[src/rtl/uart_tx_arbiter.sv]
// Round-robin, packet-granular arbiter that shares one UART transmitter among
// NUM_REQ byte-stream requesters using a start/busy handshake.
module uart_tx_arbiter #(
  parameter  int NUM_REQ      = 4,
  parameter  int DATA_WIDTH   = 8,
  parameter  int LOCK_TIMEOUT = 1000000,
  localparam int IDW          = $clog2(NUM_REQ)
) (
  input  logic                          clk,
  input  logic                          rst_n,
  input  logic [NUM_REQ-1:0]            req_valid,
  input  logic [NUM_REQ*DATA_WIDTH-1:0] req_data,
  input  logic [NUM_REQ-1:0]            req_last,
  output logic [NUM_REQ-1:0]            req_ready,
  output logic                          tx_start,
  output logic [DATA_WIDTH-1:0]         tx_data,
  input  logic                          tx_busy,
  output logic [IDW-1:0]                grant_id,
  output logic                          active,
  output logic                          timeout_err
);

  localparam int CW = IDW + 1;
  localparam int TW = (LOCK_TIMEOUT > 0) ? $clog2(LOCK_TIMEOUT + 1) : 1;
  localparam logic [TW-1:0] TIMEOUT_VAL = TW'(LOCK_TIMEOUT);

  typedef enum logic [1:0] {
    IDLE,
    GRANT,
    SEND,
    WAIT_DONE
  } state_t;

  state_t                  state;
  state_t                  state_nxt;
  logic [IDW-1:0]          owner;
  logic [IDW-1:0]          last_grant;
  logic [IDW-1:0]          pick_idx;
  logic                    pick_found;
  logic [CW-1:0]           cand;
  logic [DATA_WIDTH-1:0]   owner_data;
  logic [DATA_WIDTH-1:0]   tx_data_q;
  logic                    last_flag;
  logic [TW-1:0]           timer;
  logic                    xfer;
  logic                    timeout_hit;

  // Search from the requester after the last winner, wrapping around, so the
  // previous owner ends up with the lowest priority.
  always_comb begin
    pick_found = 1'b0;
    pick_idx   = '0;
    cand       = '0;
    for (int k = 1; k <= NUM_REQ; k++) begin
      cand = {1'b0, last_grant} + CW'(k);
      if (cand >= CW'(NUM_REQ)) begin
        cand = cand - CW'(NUM_REQ);
      end
      if (!pick_found && req_valid[cand[IDW-1:0]]) begin
        pick_found = 1'b1;
        pick_idx   = cand[IDW-1:0];
      end
    end
  end

  always_comb begin
    owner_data = '0;
    for (int i = 0; i < NUM_REQ; i++) begin
      if (owner == IDW'(i)) begin
        owner_data = req_data[i*DATA_WIDTH +: DATA_WIDTH];
      end
    end
  end

  assign xfer        = (state == GRANT) && !tx_busy && req_valid[owner];
  assign timeout_hit = (LOCK_TIMEOUT != 0) && (state == GRANT) && !xfer &&
                       (timer == TIMEOUT_VAL);

  always_ff @(posedge clk or negedge rst_n) begin
    if (!rst_n) begin
      state <= IDLE;
    end else begin
      state <= state_nxt;
    end
  end

  always_comb begin
    state_nxt   = state;
    req_ready   = '0;
    tx_start    = 1'b0;
    active      = 1'b0;
    timeout_err = 1'b0;
    case (state)
      IDLE: begin
        if (pick_found) begin
          state_nxt = GRANT;
        end
      end
      GRANT: begin
        active           = 1'b1;
        req_ready[owner] = !tx_busy;
        if (xfer) begin
          state_nxt = SEND;
        end else if (timeout_hit) begin
          timeout_err = 1'b1;
          state_nxt   = IDLE;
        end
      end
      SEND: begin
        active   = 1'b1;
        tx_start = 1'b1;
        if (tx_busy) begin
          state_nxt = WAIT_DONE;
        end
      end
      WAIT_DONE: begin
        active = 1'b1;
        if (!tx_busy) begin
          state_nxt = last_flag ? IDLE : GRANT;
        end
      end
      default: begin
        state_nxt = IDLE;
      end
    endcase
  end

  // The lock timer only runs while the owner is in GRANT with nothing to offer.
  always_ff @(posedge clk or negedge rst_n) begin
    if (!rst_n) begin
      owner      <= '0;
      last_grant <= IDW'(NUM_REQ - 1);
      tx_data_q  <= '0;
      last_flag  <= 1'b0;
      timer      <= '0;
    end else begin
      if ((state == IDLE) && pick_found) begin
        owner <= pick_idx;
      end
      if (xfer) begin
        tx_data_q <= owner_data;
        last_flag <= req_last[owner];
      end
      if ((state != GRANT) || xfer || timeout_hit) begin
        timer <= '0;
      end else if ((LOCK_TIMEOUT != 0) && !req_valid[owner] &&
                   (timer != TIMEOUT_VAL)) begin
        timer <= timer + 1'b1;
      end
      if (timeout_hit ||
          ((state == WAIT_DONE) && !tx_busy && last_flag)) begin
        last_grant <= owner;
      end
    end
  end

  assign tx_data  = tx_data_q;
  assign grant_id = owner;

  a_ready_onehot: assert property (@(posedge clk) disable iff (!rst_n)
    $onehot0(req_ready));

  a_data_stable: assert property (@(posedge clk) disable iff (!rst_n)
    (tx_start && !tx_busy) |=> $stable(tx_data));

endmodule

[config.mk]
export PLATFORM = sky130hd
export DESIGN_NAME = uart_tx_arbiter
export DESIGN_NICKNAME = d
export VERILOG_FILES = /design/src/rtl/uart_tx_arbiter.sv
export SDC_FILE = /design/constraint.sdc
export NUM_CORES = 1
export LEC_CHECK = 0
export CORE_ASPECT_RATIO = 0.7
export CORE_MARGIN = 10
export CORE_UTILIZATION = 47
export CTS_BUF_LIST = sky130_fd_sc_hd__clkbuf_16
export CTS_CLUSTER_DIAMETER = 120
export DETAILED_ROUTE_END_ITERATION = 10
export PLACE_DENSITY = 0.85
export REMOVE_ABC_BUFFERS = 1
export SYNTH_ARGS = -nofsm -noshare
export SYNTH_HDL_FRONTEND = slang
export SYNTH_SLANG_ARGS = --single-unit
[constraint.sdc]
create_clock -name clk -period 2.6 [get_ports clk]
set_input_delay 0.52 -clock clk [delete_from_list [all_inputs] [get_ports clk]]
set_output_delay 0.52 -clock clk [all_outputs]
set_load 0.01 [all_outputs]
==> impl_metrics.tcl <==
set metrics [dict create \
    status "completed" \
    clock_latency_ns 0.28 \
    synth_warnings 0 \
    drc 0 \
    io_pins 60 \
    fin_crit_sh_pct 97.2 \
    antenna_cells 0 \
    grt_max_degree 36 \
    first_pass_iters 4 \
    timing.final.crit_period_ns 2.53 \
    ys_seq_area_share_pct 42.9 \
    synth_top_family_by_area "simple AND/OR/NAND/NOR gates" \
    avgViaCountPerCell 5.36 \
    fin_area_sq_um 2920 \
    clock_skew_ns 0.00490 \
    ant_nets 0 \
    synth_edf_count 0 \
    setup_viol_count_final 0 \
    clockBufferDepth 2 \
    routedWlPerCell_um 17.2 \
    synth_compound_area_share_pct 3.55 \
    nets 310 \
    cts_tree "built" \
    final_cell_mix "58 x clkdlybuf4s50_1, 33 x dfrtp_1, 31 x nor2_1" \
    drv_slew 0 \
    netlist_area_sq_um 2050 \
    worst-path-buf-inv 2 \
    grtUsageTotal_pct 14.8 \
    die_w_um 98.9 \
    start_kind "primary input" \
    ys_types 37 \
    timing.hold.ws_ns 0.503 \
    wirelength_um 5480 \
    tightest_slew_ns 0.442 \
    power.density_nw_per_um2 831 \
    critPathRequiredTime_ns 2.08 \
    critPathTopFamily "buffers and inverters" \
    cts.clk_slew.worst_paths_ns 0.05 \
    dpl_cell_area_sq_um 2780 \
    hp-class "flop to flop" \
    synth_ff_type "dfrtp_1" \
    root_buffer "clkbuf_16" \
    synth-simple-area-share_pct 21.2 \
    cp_cell_sequence "clkdlybuf4s50_1 > mux4_2 > and2_1 > nor4_2 > buf_2" \
    layout_commonest_cell "clkdlybuf4s50_1" \
    worstPathArrival_ns 2.01 \
    rsz0062_at_grt "no" \
    grt_pass1_wl_um 8810 \
    drt_first_iter_violations 121 \
    htree_levels 2 \
    rows 19 \
    ir_drop_mv 0.802 \
    io_buffers 59 \
    synth_xor_area_share_pct 8.13 \
    tns_ns 0 \
    hpwl_um 4220 \
    grt_pass1_vias 1720 \
    antenna_found_initial 0 \
    dieArea_sq_um 7440 \
    initial_utilization_pct 50.4 \
    gp_congestion 0.882 \
    final_layout_size_suffix_gt1_share_pct 19.5 \
    synth.area.mux_share_pct 18.6 \
    core_sq_um 4070 \
    synthArstFlopShare_pct 100 \
    critPathKind "primary input to output pin" \
    overflow 0 \
    cp_max_fo 2 \
    critPathSlowestCell "mux4_2" \
    p_leak_nw 1.17 \
    synth_cells 191 \
    max_freq_mhz 396 \
    relSlewSlack_pct 70.6 \
    ff2ff_setup_slack_ns 0.48 \
    worstSetupEndpointType "output pin" \
    die_y_um 75.2 \
    syn_area_per_cell_sq_um 10.7 \
    postCtsSetupBuffers 0 \
    hold_viol 0 \
    ys_ff_latch 35 \
    drv_cap 0 \
    synth-adder-area-share_pct 1.22 \
    areaGrowthSynthToFinish_pct 42.8 \
    cpPeakStageDelay_ns 0.49 \
    via_count 1705 \
    cts-buffers-inserted 5 \
    numClockSinks 35 \
    utilization_pct 71.9 \
    ctsHoldBuffers 0 \
]
[cell families after synthesis]
group / after synthesis
and+or+nand+nor: 82
muxes: 23
xor gates and xnor gates: 19
DFF: 35
AOI/OAI and AO/OA: 12
buffers and inverters: 18
adders and majority gates: 2
[power by group]
group / leakage, nW / internal (W) / switching (W) / total (W)
Sequential: 0.455 / 0.000684 / 0.0000984 / 0.000783
Combinational: 0.641 / 0.000612 / 0.000483 / 0.00110
Clock: 0.0701 / 0.000344 / 0.000206 / 0.000550
[per-layer routing]
metal / vias up / wire length (um) / global-route usage, %
met5: - / 0 / 0
met4: 0 / 54 / 4.28
met3: 8 / 334 / 4.84
met2: 51 / 2710 / 24.1
met1: 822 / 2380 / 18.7
li1: 824 / - / -
[state kept, by name, indices dropped and copies added, names as in the netlist, named ones only]
signal,cells
state,1
grant_id,2
last_grant,2
last_flag,1
tx_data,8
timer,20
[final timing paths]
path                               from             to  cells after the start
max reg2reg                 grant_id[0]      timer[18]                      6
max in group asynchronous         rst_n  last_grant[0]                      2
min reg2reg                  tx_data[2]     tx_data[2]                      1
max                        req_valid[3]    timeout_err                      5
min                          tx_data[2]     tx_data[2]                      1
min in group asynchronous         rst_n      timer[10]                      2
[synth_stat cells, types with 4 or more instances]
library cell / count / area [sq um]
mux4_2: 7 / 158
nor2_1: 32 / 120
nand2_1: 13 / 48.8
clkbuf_1: 5 / 18.8
xor2_1: 5 / 43.8
xnor2_1: 14 / 123
inv_1: 10 / 37.5
nand4_1: 4 / 25.0
o21ai_0: 6 / 30.0
dfrtp_1: 33 / 826
mux2_2: 11 / 124
and3_1: 4 / 25.0
nand3_1: 8 / 40.0
[worst register-to-register path: stages, from the launching register on]
cell	delay, ns
dfrtp_1	0.37
mux4_2	0.52
buf_4	0.19
or4_4	0.54
nor3_2	0.19
xnor2_1	0.14
nor2_1	0.06
[timing repair]
item / 4_1_cts / 5_1_grt
pin swaps: 1 / 0
gates resized for setup: 4 / 2
setup endpoints to repair: 1 / 4
[per-stage QoR]
stage          worst slack (ns)  instances  power, W
2_1_floorplan            0.0593        183   0.00135
3_3_place_gp             -0.405        310   0.00185
3_5_place_dp             -0.476        310   0.00189
4_1_cts                  0.0606        318   0.00245
5_1_grt                  0.0311        318   0.00260
6_report                 0.0734        318   0.00243
[area by class of cell]
type / instances / area [sq um]
Sequential cell: 35 / 878
Timing Repair Buffer: 75 / 718
Inverter: 10 / 37.5
Clock inverter: 3 / 11.3
Tap cell: 52 / 65.1
Multi-Input combinational cell: 138 / 1090
Clock buffer: 5 / 125
Fill cell: 306 / 1140
No activity file was read; power rests on OpenSTA's default activity.
